===== src/rtl/sram_like_req_tracker_if.sv =====
// ============================================================================
// Module      : sram_like_req_tracker_if
// Description : Upstream request, response and SRAM-like bus signals of the
//               request tracker bundled as one interface.
//               slave  = tracker view, master = environment view.
// Revision    : 1.0 - initial release
// ============================================================================
`default_nettype none

interface sram_like_req_tracker_if #(
  parameter int ADDR_W = 32,
  parameter int DATA_W = 32
);
  // upstream request
  logic                  up_req_valid;
  logic                  up_req_ready;
  logic                  up_wr;
  logic [1:0]            up_size;
  logic [DATA_W/8-1:0]   up_wstrb;
  logic [ADDR_W-1:0]     up_addr;
  logic [DATA_W-1:0]     up_wdata;
  logic                  cancel;
  // response to consumer
  logic                  resp_valid;
  logic                  resp_ready;
  logic [DATA_W-1:0]     resp_rdata;
  logic                  resp_wr;
  // SRAM-like bus
  logic                  req;
  logic                  wr;
  logic [1:0]            size;
  logic [DATA_W/8-1:0]   wstrb;
  logic [ADDR_W-1:0]     addr;
  logic [DATA_W-1:0]     wdata;
  logic                  addr_ok;
  logic                  data_ok;
  logic [DATA_W-1:0]     rdata;
  // status
  logic                  busy;

  modport slave (
    input  up_req_valid, up_wr, up_size, up_wstrb, up_addr, up_wdata, cancel,
    input  resp_ready, addr_ok, data_ok, rdata,
    output up_req_ready, resp_valid, resp_rdata, resp_wr,
    output req, wr, size, wstrb, addr, wdata, busy
  );

  modport master (
    output up_req_valid, up_wr, up_size, up_wstrb, up_addr, up_wdata, cancel,
    output resp_ready, addr_ok, data_ok, rdata,
    input  up_req_ready, resp_valid, resp_rdata, resp_wr,
    input  req, wr, size, wstrb, addr, wdata, busy
  );
endinterface

`default_nettype wire


===== src/rtl/sram_like_req_tracker.sv =====
// ============================================================================
// Module      : sram_like_req_tracker
// Description : Outstanding-request tracker between a pipeline stage and an
//               SRAM-like req/addr_ok/data_ok bus. Up to MAX_OUTSTANDING
//               requests may be accepted but not yet consumed; responses are
//               buffered in order and cancel discards everything in flight.
//               Optional macro SRAM_LIKE_REQ_TRACKER_STATS_EN adds
//               issued/discarded/stall counters.
// Revision    : 1.0 - initial release
// ============================================================================
`default_nettype none

module sram_like_req_tracker #(
  parameter int ADDR_W          = 32,
  parameter int DATA_W          = 32,
  parameter int MAX_OUTSTANDING = 2
) (
  input  wire logic              clk,
  input  wire logic              reset,
  sram_like_req_tracker_if.slave bus
`ifdef SRAM_LIKE_REQ_TRACKER_STATS_EN
  ,
  output logic [31:0]            o_stat_issued,
  output logic [31:0]            o_stat_discarded,
  output logic [31:0]            o_stat_stall
`endif
);

  localparam int c_CNT_W = $clog2(MAX_OUTSTANDING + 1);
  localparam int c_PTR_W = (MAX_OUTSTANDING > 1) ? $clog2(MAX_OUTSTANDING) : 1;
  localparam logic [c_PTR_W-1:0] c_LAST    = c_PTR_W'(MAX_OUTSTANDING - 1);
  localparam logic [c_CNT_W:0]   c_MAX_EXT = (c_CNT_W + 1)'(MAX_OUTSTANDING);

  // Ring pointers wrap at the depth, which need not be a power of two.
  function automatic logic [c_PTR_W-1:0] f_next(input logic [c_PTR_W-1:0] p);
    f_next = (p == c_LAST) ? '0 : p + 1'b1;
  endfunction

  // in-flight FIFO (wr bit per accepted request)
  logic               r_if_wr [MAX_OUTSTANDING];
  logic [c_PTR_W-1:0] r_if_wr_ptr;
  logic [c_PTR_W-1:0] r_if_rd_ptr;
  logic [c_CNT_W-1:0] r_inflight_cnt;
  logic [c_CNT_W-1:0] r_discard_cnt;

  // response FIFO ({wr, rdata})
  logic [DATA_W-1:0]  r_rf_data [MAX_OUTSTANDING];
  logic               r_rf_wr   [MAX_OUTSTANDING];
  logic [c_PTR_W-1:0] r_rf_wr_ptr;
  logic [c_PTR_W-1:0] r_rf_rd_ptr;
  logic [c_CNT_W-1:0] r_resp_cnt;

  logic w_credit;
  logic w_req;
  logic w_accept;
  logic w_dok;
  logic w_drop;
  logic w_rpush;
  logic w_rpop;
  logic w_resp_valid;

  // Stale in-flight entries still occupy a slot, so they count against credit.
  assign w_credit = ({1'b0, r_inflight_cnt} + {1'b0, r_resp_cnt}) < c_MAX_EXT;
  assign w_req    = bus.up_req_valid & w_credit & ~bus.cancel;
  assign w_accept = w_req & bus.addr_ok;

  // A data_ok with nothing in flight is a bus protocol error and is ignored.
  assign w_dok    = bus.data_ok & (r_inflight_cnt != '0);
  assign w_drop   = w_dok & (bus.cancel | (r_discard_cnt != '0));
  assign w_rpush  = w_dok & ~w_drop;

  assign w_resp_valid = (r_resp_cnt != '0);
  // A consumer pop during cancel is ignored since the FIFO is flushed anyway.
  assign w_rpop       = w_resp_valid & bus.resp_ready & ~bus.cancel;

  // bus request is a pure pass-through of the upstream fields
  assign bus.req          = w_req;
  assign bus.wr           = bus.up_wr;
  assign bus.size         = bus.up_size;
  assign bus.wstrb        = bus.up_wstrb;
  assign bus.addr         = bus.up_addr;
  assign bus.wdata        = bus.up_wdata;
  assign bus.up_req_ready = w_accept;

  // Head is masked when empty so idle outputs read as zero.
  assign bus.resp_valid = w_resp_valid;
  assign bus.resp_rdata = w_resp_valid ? r_rf_data[r_rf_rd_ptr] : '0;
  assign bus.resp_wr    = w_resp_valid ? r_rf_wr[r_rf_rd_ptr]   : 1'b0;
  assign bus.busy       = (r_inflight_cnt != '0) | w_resp_valid;

  // in-flight FIFO storage: record the store/load kind of each accept
  always_ff @(posedge clk) begin
    if (w_accept) begin
      r_if_wr[r_if_wr_ptr] <= bus.up_wr;
    end
  end

  // in-flight FIFO pointers and occupancy
  always_ff @(posedge clk) begin
    if (reset) begin
      r_if_wr_ptr    <= '0;
      r_if_rd_ptr    <= '0;
      r_inflight_cnt <= '0;
    end else begin
      if (w_accept) r_if_wr_ptr <= f_next(r_if_wr_ptr);
      if (w_dok)    r_if_rd_ptr <= f_next(r_if_rd_ptr);
      case ({w_accept, w_dok})
        2'b10:   r_inflight_cnt <= r_inflight_cnt + 1'b1;
        2'b01:   r_inflight_cnt <= r_inflight_cnt - 1'b1;
        default: r_inflight_cnt <= r_inflight_cnt;
      endcase
    end
  end

  // discard counter: cancel marks every remaining in-flight entry stale
  always_ff @(posedge clk) begin
    if (reset) begin
      r_discard_cnt <= '0;
    end else if (bus.cancel) begin
      r_discard_cnt <= r_inflight_cnt - c_CNT_W'(w_dok);
    end else if (w_drop) begin
      r_discard_cnt <= r_discard_cnt - 1'b1;
    end
  end

  // response FIFO storage: capture fresh bus data with its kind
  always_ff @(posedge clk) begin
    if (w_rpush) begin
      r_rf_data[r_rf_wr_ptr] <= bus.rdata;
      r_rf_wr[r_rf_wr_ptr]   <= r_if_wr[r_if_rd_ptr];
    end
  end

  // response FIFO pointers and occupancy; cancel flushes it
  always_ff @(posedge clk) begin
    if (reset || bus.cancel) begin
      r_rf_wr_ptr <= '0;
      r_rf_rd_ptr <= '0;
      r_resp_cnt  <= '0;
    end else begin
      if (w_rpush) r_rf_wr_ptr <= f_next(r_rf_wr_ptr);
      if (w_rpop)  r_rf_rd_ptr <= f_next(r_rf_rd_ptr);
      case ({w_rpush, w_rpop})
        2'b10:   r_resp_cnt <= r_resp_cnt + 1'b1;
        2'b01:   r_resp_cnt <= r_resp_cnt - 1'b1;
        default: r_resp_cnt <= r_resp_cnt;
      endcase
    end
  end

`ifdef SRAM_LIKE_REQ_TRACKER_STATS_EN
  logic [31:0] r_stat_issued;
  logic [31:0] r_stat_discarded;
  logic [31:0] r_stat_stall;

  // free-running statistics, wrapping at 2^32
  always_ff @(posedge clk) begin
    if (reset) begin
      r_stat_issued    <= '0;
      r_stat_discarded <= '0;
      r_stat_stall     <= '0;
    end else begin
      if (w_accept) r_stat_issued    <= r_stat_issued + 1'b1;
      if (w_drop)   r_stat_discarded <= r_stat_discarded + 1'b1;
      if (bus.up_req_valid && !bus.cancel && !w_accept)
        r_stat_stall <= r_stat_stall + 1'b1;
    end
  end

  assign o_stat_issued    = r_stat_issued;
  assign o_stat_discarded = r_stat_discarded;
  assign o_stat_stall     = r_stat_stall;
`endif

endmodule

`default_nettype wire


===== src/flat_wrapper.sv =====
// flat-port wrapper written by rule: the top's interface ports become plain ports
module sram_like_req_tracker_flat 
#(
  parameter int ADDR_W          = 32,
  parameter int DATA_W          = 32,
  parameter int MAX_OUTSTANDING = 2
)
  (clk, reset, bus_up_req_valid, bus_up_wr, bus_up_size, bus_up_wstrb, bus_up_addr, bus_up_wdata, bus_cancel, bus_resp_ready, bus_addr_ok, bus_data_ok, bus_rdata, bus_up_req_ready, bus_resp_valid, bus_resp_rdata, bus_resp_wr, bus_req, bus_wr, bus_size, bus_wstrb, bus_addr, bus_wdata, bus_busy);
  sram_like_req_tracker_if #(.ADDR_W(ADDR_W), .DATA_W(DATA_W)) bus_i ();
  input  wire logic clk;
  input  wire logic reset;
  input wire logic [$bits(bus_i.up_req_valid)-1:0] bus_up_req_valid;
  input wire logic [$bits(bus_i.up_wr)-1:0] bus_up_wr;
  input wire logic [$bits(bus_i.up_size)-1:0] bus_up_size;
  input wire logic [$bits(bus_i.up_wstrb)-1:0] bus_up_wstrb;
  input wire logic [$bits(bus_i.up_addr)-1:0] bus_up_addr;
  input wire logic [$bits(bus_i.up_wdata)-1:0] bus_up_wdata;
  input wire logic [$bits(bus_i.cancel)-1:0] bus_cancel;
  input wire logic [$bits(bus_i.resp_ready)-1:0] bus_resp_ready;
  input wire logic [$bits(bus_i.addr_ok)-1:0] bus_addr_ok;
  input wire logic [$bits(bus_i.data_ok)-1:0] bus_data_ok;
  input wire logic [$bits(bus_i.rdata)-1:0] bus_rdata;
  output wire logic [$bits(bus_i.up_req_ready)-1:0] bus_up_req_ready;
  output wire logic [$bits(bus_i.resp_valid)-1:0] bus_resp_valid;
  output wire logic [$bits(bus_i.resp_rdata)-1:0] bus_resp_rdata;
  output wire logic [$bits(bus_i.resp_wr)-1:0] bus_resp_wr;
  output wire logic [$bits(bus_i.req)-1:0] bus_req;
  output wire logic [$bits(bus_i.wr)-1:0] bus_wr;
  output wire logic [$bits(bus_i.size)-1:0] bus_size;
  output wire logic [$bits(bus_i.wstrb)-1:0] bus_wstrb;
  output wire logic [$bits(bus_i.addr)-1:0] bus_addr;
  output wire logic [$bits(bus_i.wdata)-1:0] bus_wdata;
  output wire logic [$bits(bus_i.busy)-1:0] bus_busy;
  assign bus_i.up_req_valid = bus_up_req_valid;
  assign bus_i.up_wr = bus_up_wr;
  assign bus_i.up_size = bus_up_size;
  assign bus_i.up_wstrb = bus_up_wstrb;
  assign bus_i.up_addr = bus_up_addr;
  assign bus_i.up_wdata = bus_up_wdata;
  assign bus_i.cancel = bus_cancel;
  assign bus_i.resp_ready = bus_resp_ready;
  assign bus_i.addr_ok = bus_addr_ok;
  assign bus_i.data_ok = bus_data_ok;
  assign bus_i.rdata = bus_rdata;
  assign bus_up_req_ready = bus_i.up_req_ready;
  assign bus_resp_valid = bus_i.resp_valid;
  assign bus_resp_rdata = bus_i.resp_rdata;
  assign bus_resp_wr = bus_i.resp_wr;
  assign bus_req = bus_i.req;
  assign bus_wr = bus_i.wr;
  assign bus_size = bus_i.size;
  assign bus_wstrb = bus_i.wstrb;
  assign bus_addr = bus_i.addr;
  assign bus_wdata = bus_i.wdata;
  assign bus_busy = bus_i.busy;
  sram_like_req_tracker #(.ADDR_W(ADDR_W), .DATA_W(DATA_W), .MAX_OUTSTANDING(MAX_OUTSTANDING)) u_core (.clk(clk), .reset(reset), .bus(bus_i));
endmodule

===== config.mk =====
export PLATFORM = sky130hd
export DESIGN_NAME = sram_like_req_tracker_flat
export DESIGN_NICKNAME = d
export VERILOG_FILES = /design/src/rtl/sram_like_req_tracker_if.sv /design/src/rtl/sram_like_req_tracker.sv /design/src/flat_wrapper.sv
export SDC_FILE = /design/constraint.sdc
export NUM_CORES = 1
export LEC_CHECK = 0
export ABC_AREA = 1
export CORE_MARGIN = 10
export CORE_UTILIZATION = 65
export CTS_BUF_LIST = sky130_fd_sc_hd__clkbuf_2 sky130_fd_sc_hd__clkbuf_4 sky130_fd_sc_hd__clkbuf_8
export DETAILED_ROUTE_END_ITERATION = 6
export DONT_BUFFER_PORTS = 1
export PLACE_DENSITY = 0.82
export RECOVER_POWER = 25
export SLEW_MARGIN = 20
export SYNTH_ARGS = -nofsm -noshare
export SYNTH_HDL_FRONTEND = slang
export SYNTH_SLANG_ARGS = --single-unit

===== constraint.sdc =====
create_clock -name clk -period 3.08 [get_ports clk]
set_input_delay 0.462 -clock clk [delete_from_list [all_inputs] [get_ports clk]]
set_output_delay 0.462 -clock clk [all_outputs]
set_load 0.02 [all_outputs]

After elaboration in Yosys (flattened, before gate mapping)

Memories as Yosys holds them, arrays and structs flattened. A register that Yosys moved wholly into a read port is not among the register bits.
Index checks and enable logic that the tools add are counted.

Bits in registers: 10
Latch bits: 0
Memory bits (writable): 68
ROM bits: 0
Bits of input ports: 110
Logic and storage cells: 65
Memories kept: 3

Add/sub/neg operators: 11
Multipliers: 0
Div/mod/pow operators: 0
Magnitude comparators: 1
Equality and inequality tests: 4
Shift operators: 0
Multiplexer cells: 20
Bitwise logic cells: 12
Reduce and logical (&&, ||, !) cells: 7

Memory list:

| name             | words | bits a word | rd ports | clocked after Yosys merged registers in | write ports | line                        | RTL |
|---|---|---|---|---|---|---|---|
| u_core.r_rf_data | 2     | 32          | 1        | 1                                       | 1           | sram_like_req_tracker.sv:47 | `logic [DATA_W-1:0] r_rf_data [MAX_OUTSTANDING];` |
| u_core.r_if_wr   | 2     | 1           | 1        | 1                                       | 1           | sram_like_req_tracker.sv:40 | `logic r_if_wr [MAX_OUTSTANDING];` |
| u_core.r_rf_wr   | 2     | 1           | 1        | 1                                       | 1           | sram_like_req_tracker.sv:48 | `logic r_rf_wr [MAX_OUTSTANDING];` |

Operator list:

| operator                                                             | count |
|---|---|
| 32-bit two-way mux                                                   | 1 |
| 1-bit two-way mux                                                    | 15 |
| 2-bit nonzero test                                                   | 6 |
| 1-bit bitwise AND                                                    | 8 |
| 2-bit one-hot mux with 2 select lines                                | 2 |
| 2-bit by 1-bit subtractor with 2-bit output, second input constant   | 3 |
| 1-bit adder, second input constant                                   | 4 |
| 2-bit by 1-bit adder with 2-bit output, second input constant        | 2 |
| 2-bit by 1-bit == test with 1-bit output, second input constant      | 2 |
| 2-bit == test, second input constant                                 | 2 |
| 2-bit two-way mux                                                    | 2 |
| 2-bit by 2-bit adder with 3-bit output                               | 1 |
| 3-bit by 2-bit < comparator with 1-bit output, second input constant | 1 |
| 1-bit NOT                                                            | 2 |
| 1-bit bitwise OR                                                     | 2 |
| 2-bit by 1-bit subtractor with 2-bit output                          | 1 |
| 1-bit logical OR                                                     | 1 |

Logic depth before layout (Yosys ltp)

Depth after elaboration: 7
Depth in mapped cells: 11
Gate-level depth less buffers: 11

Least setup slack after synthesis

No wires, ideal clock.

Path type: input port to flip-flop
Start point: input bus_cancel
End point: memory u_core.r_rf_data[0][0], enable pin
Setup time: 0.423 ns
Arrival: 2.265 ns
Data required time: 2.657 ns
Setup slack: 0.392 ns
Stages on the path: 4
Path buffers: 1
Path through: buf_2 -> nor2_1 -> nand2_1 -> nor2_1

Cells in the longest elaborated chain, start to end: 6

RTL lines:

| element                                 | line                         | RTL |
|---|---|---|
| from (decl)                             | flat_wrapper.sv:18           | `input wire logic [$bits(bus_i.cancel)-1:0] bus_cancel;` |
| 1-bit bitwise OR                        | sram_like_req_tracker.sv:69  | `assign w_drop = w_dok & (bus.cancel \| (r_discard_cnt != '0));` |
| 1-bit bitwise AND                       | sram_like_req_tracker.sv:69  |  |
| 1-bit NOT                               | sram_like_req_tracker.sv:70  | `assign w_rpush = w_dok & ~w_drop;` |
| 1-bit bitwise AND                       | sram_like_req_tracker.sv:70  |  |
| 1-bit two-way mux                       | sram_like_req_tracker.sv:128 | `if (w_rpush) begin` |
| 1-bit two-way mux (not written as such) | sram_like_req_tracker.sv:129 | `r_rf_data[r_rf_wr_ptr] <= bus.rdata;` |
| to (decl)                               | sram_like_req_tracker.sv:47  |  |

Every way passes these cells.

Final worst setup path

Start point: register u_core.r_resp_cnt[0]
End point: output bus_req

Cells in the longest elaborated chain, start to end: 4

RTL lines:

| element                                       | line                         | RTL |
|---|---|---|
| from (decl)                                   | sram_like_req_tracker.sv:51  | `logic [c_CNT_W-1:0] r_resp_cnt;` |
| from (signal assigned)                        | sram_like_req_tracker.sv:144 | `2'b10: r_resp_cnt <= r_resp_cnt + 1'b1;` |
| from (signal assigned)                        | sram_like_req_tracker.sv:145 | `2'b01: r_resp_cnt <= r_resp_cnt - 1'b1;` |
| from (signal assigned)                        | sram_like_req_tracker.sv:146 | `default: r_resp_cnt <= r_resp_cnt;` |
| 2-bit by 2-bit adder with 3-bit output        | sram_like_req_tracker.sv:63  | `assign w_credit = ({1'b0, r_inflight_cnt} + {1'b0, r_resp_cnt}) < c_MAX_EXT;` |
| 3-bit by 2-bit < comparator with 1-bit output | sram_like_req_tracker.sv:63  |  |
| 1-bit bitwise AND (2 in series)               | sram_like_req_tracker.sv:64  | `assign w_req = bus.up_req_valid & w_credit & ~bus.cancel;` |
| to (decl)                                     | flat_wrapper.sv:27           | `output wire logic [$bits(bus_i.req)-1:0] bus_req;` |

Every way passes these cells.

==> flow_summary.ini <==
[critical_path]
rr_endpoint = u_core.r_inflight_cnt[1]
r2r_slack_ps = 750
critPathRequiredTime_ps = 2620
critPathLaunchType = flop
path_class = reg2out
rr_startpoint = u_core.r_resp_cnt[0]
end_kind = output port
path_max_fanout = 5
reg2regPathDepth = 10
cp_data_arrival_time_ps = 1990
crit_start = u_core.r_resp_cnt[0]

[global_routing]
grt_max_degree = 35
grt_pass1_wl_mm = 11.59
grt_antenna_before_repair = 0
gr-total-overflow = 0
grt_pass1_vias = 2016
grt_usage = 0.1770

[final_layout]
fin_area_um2 = 3497
drive_gt1_frac = 0.1119
final-seq-area_um2 = 2282
finalNonFillerCells = 358
layout.nets = 396
area_growth_syn_to_layout_pct = -6.740
insertedDiodeCount = 0
fillers = 434
multi_input_area_um2 = 819.5

[clock_tree]
post_cts_buffers = 0
cts.htree.levels = 3
clk_pin_slew_ps = 70
cts_buffers = 9
cts_tree = built
clkSinkCount = 80
postCtsResizedCells = 0
clock_latency_ps = 340
clock-root-buffer = clkbuf_8
postCtsHoldBufs = 0
cts_buffer_depth = 2

[drt]
routed.top_layer = met5
vias_per_cell = 5.615
drt-met1-wl_mm = 2.933
wl_met3_mm = 1.126
drt-total-wl_mm = 8.059
wl_per_cell_um = 22.51
drc = 0
dr_wl_met2_mm = 3.697
first_pass_iters = 4
num_vias = 2010
drt_iter0_drc = 82
ant_nets = 0

[floorplanning]
dieArea_um2 = 9207
initial_core_util = 0.6768
io_pins = 218
die_x_um = 95.96
rows = 27
core_um2 = 5540
die_y_um = 95.96

[worst_hold_path]
hold_class = in2reg
whs_endpoint = u_core.r_discard_cnt[1]
hold_start = reset
holdPathStages = 1

[timing]
tns_ps = 0
clock_skew_ps = 8.890
fin_crit_sh = 0.7956
setup_ws_ps = 629.5
slew_violations = 0
fin_crit_ps = 2451
hold_viol_final = 0
worst_pin_slew_ps = 607.9
fmax_mhz = 408.1
setup_violations = 0
relSlewSlack = 0.5960
grt_setup_unrepaired = false

[power_and_ir_drop]
irDropWorstVdd_mv = 0.3636
pwr-share-clk = 0.365
p_int_w = 0.001619
p_leak_nw = 1.264
switching_power_w = 0.0004476
switching_share = 0.2166
combPwrFrac = 0.049
p_per_area_nw_per_um2 = 590.9
pwr-share-seq = 0.586

[synthesis]
ys_ff_latch = 80
syn-num-nets = 461
synth_mux_area_frac = 0.003003
synth.distinct_cells = 25
synth_compound_area_frac = 0.06340
yosysWarnings = 0
avgSynthCellArea_um2 = 10.84
synth.cell_area_um2 = 3750
postSynthCellCount = 346
yosysSeqAreaShare = 0.6086
synth_top_family_by_area = buffers and inverters
synth-simple-area-share = 0.1291
synth-xor-area-share = 0.002336
synthAdderAreaFrac = 0.01869

[place]
placement.io_buffers = 0
place_congestion = 0.7718
placed_area_um2 = 3297
place_inst = 342
pre_cts_ws_ps = 746.7
dp_hpwl_mm = 6.102

[run_status]
outcome = finished clean

[run]
drv_cap = 0
## layout make-up
class | instances | share of cell area
clock buffers | 10 | 0.03757
clock inverters | 6 | 0.01968
inverters | 16 | 0.01717
multi-input cells | 168 | 0.2343
flip-flops and latches | 80 | 0.6526
well taps | 72 | 0.02576
repair buffers | 6 | 0.01288
## registers in the layout, summed over array words and instances, names as in the netlist, named ones only
name / cells
u_core.r_rf_data: 64
u_core.r_discard_cnt: 2
u_core.r_if_wr: 2
u_core.r_inflight_cnt: 2
u_core.r_resp_cnt: 2
u_core.r_rf_wr: 2
u_core.r_if_rd_ptr: 1
u_core.r_if_wr_ptr: 1
u_core.r_rf_rd_ptr: 1
u_core.r_rf_wr_ptr: 1
## through the flow
| step | hold WS [ps] | power [W] | util |
|---|---|---|---|
| 6_report | 188.0 | 0.002067 | 0.6312 |
| 5_1_grt | 157.2 | 0.002145 | 0.6312 |
| 4_1_cts | 162.6 | 0.002088 | 0.6312 |
| 3_5_place_dp | 447.5 | 0.001339 | 0.5951 |
| 3_3_place_gp | 444.6 | 0.001333 | 0.5951 |
| 2_1_floorplan | 431.5 | 0.001452 | - |
## power groups by stage
stage | clock network, W | logic, W | registers [W]
CTS | 0.000774 | 0.000103 | 0.00121
detailed placement | 0 | 0.000103 | 0.00124
finish | 0.000754 | 0.000101 | 0.00121
floorplan | 0 | 0.000218 | 0.00123
global route | 0.000815 | 0.000117 | 0.00121
global placement | 0 | 0.0000983 | 0.00124
## synthesized netlist by cell type
cell type | instances | area (um2)
or2_1 | 1 | 6.260
buf_4 | 74 | 555.5
o21a_1 | 1 | 7.510
dfxtp_1 | 12 | 240.2
fa_1 | 1 | 20.02
nor3b_2 | 1 | 12.51
ha_1 | 4 | 50.05
nor2_4 | 1 | 11.26
buf_2 | 8 | 40.04
o21ai_1 | 2 | 10.01
nor2_1 | 16 | 60.06
nand4_4 | 1 | 21.27
nand2_1 | 85 | 319.1
nand3_1 | 5 | 25.02
nand2_2 | 1 | 6.260
inv_1 | 12 | 45.04
nand3_2 | 1 | 10.01
nor3b_1 | 1 | 7.510
nor3_1 | 1 | 5.000
xor2_1 | 1 | 8.760
mux2_2 | 1 | 11.26
edfxtp_1 | 68 | 2042
o21ai_0 | 3 | 15.01
inv_2 | 4 | 15.01
a21oi_1 | 41 | 205.2
## critical path, stage by stage, from the launching register on
cell	delay [ps]
dfxtp_1	460
nand2_1	80
inv_1	70
fa_1	410
nor2_1	240
nand2_1	80
nor2_1	320
## placed cells by master, fill, tap and decap left out, types with 2 or more instances in the layout
master,synthesis,final
clkinv_4,0,3
nand3_1,5,5
o21ai_1,2,2
o21ai_0,3,3
edfxtp_1,68,68
buf_4,74,6
nor2_4,1,2
ha_1,4,4
nor2_1,16,15
dfxtp_1,12,12
nand2_1,85,85
inv_1,12,12
inv_2,4,4
clkbuf_8,0,9
a21oi_1,41,41
## per-layer routing
metal / track usage / up-vias
met5: 0.04444 / -
met4: 0.09337 / 2
met3: 0.1245 / 35
met2: 0.2534 / 112
met1: 0.1886 / 906
li1: - / 955
## logic make-up after synthesis
logic type,Yosys count
AO/OA/AOI/OAI,47
XOR/XNOR,1
adder cells (fa/ha/maj),5
buffers and inverters,98
flip-flops,80
multiplexers,1
AND/OR/NAND/NOR,114
## worst max path at each step
stage / endpoint / slack (ps) / cells after the start
6_report: bus_req / 630 / 6
5_1_grt: bus_req / 450 / 6
4_1_cts: bus_req / 580 / 6
3_5_place_dp: u_core.r_inflight_cnt[1] / 750 / 10
3_3_place_gp: u_core.r_inflight_cnt[1] / 860 / 10
2_1_floorplan: u_core.r_rf_data[0][0] / 390 / 4
Power figures use the tool's default switching activity.
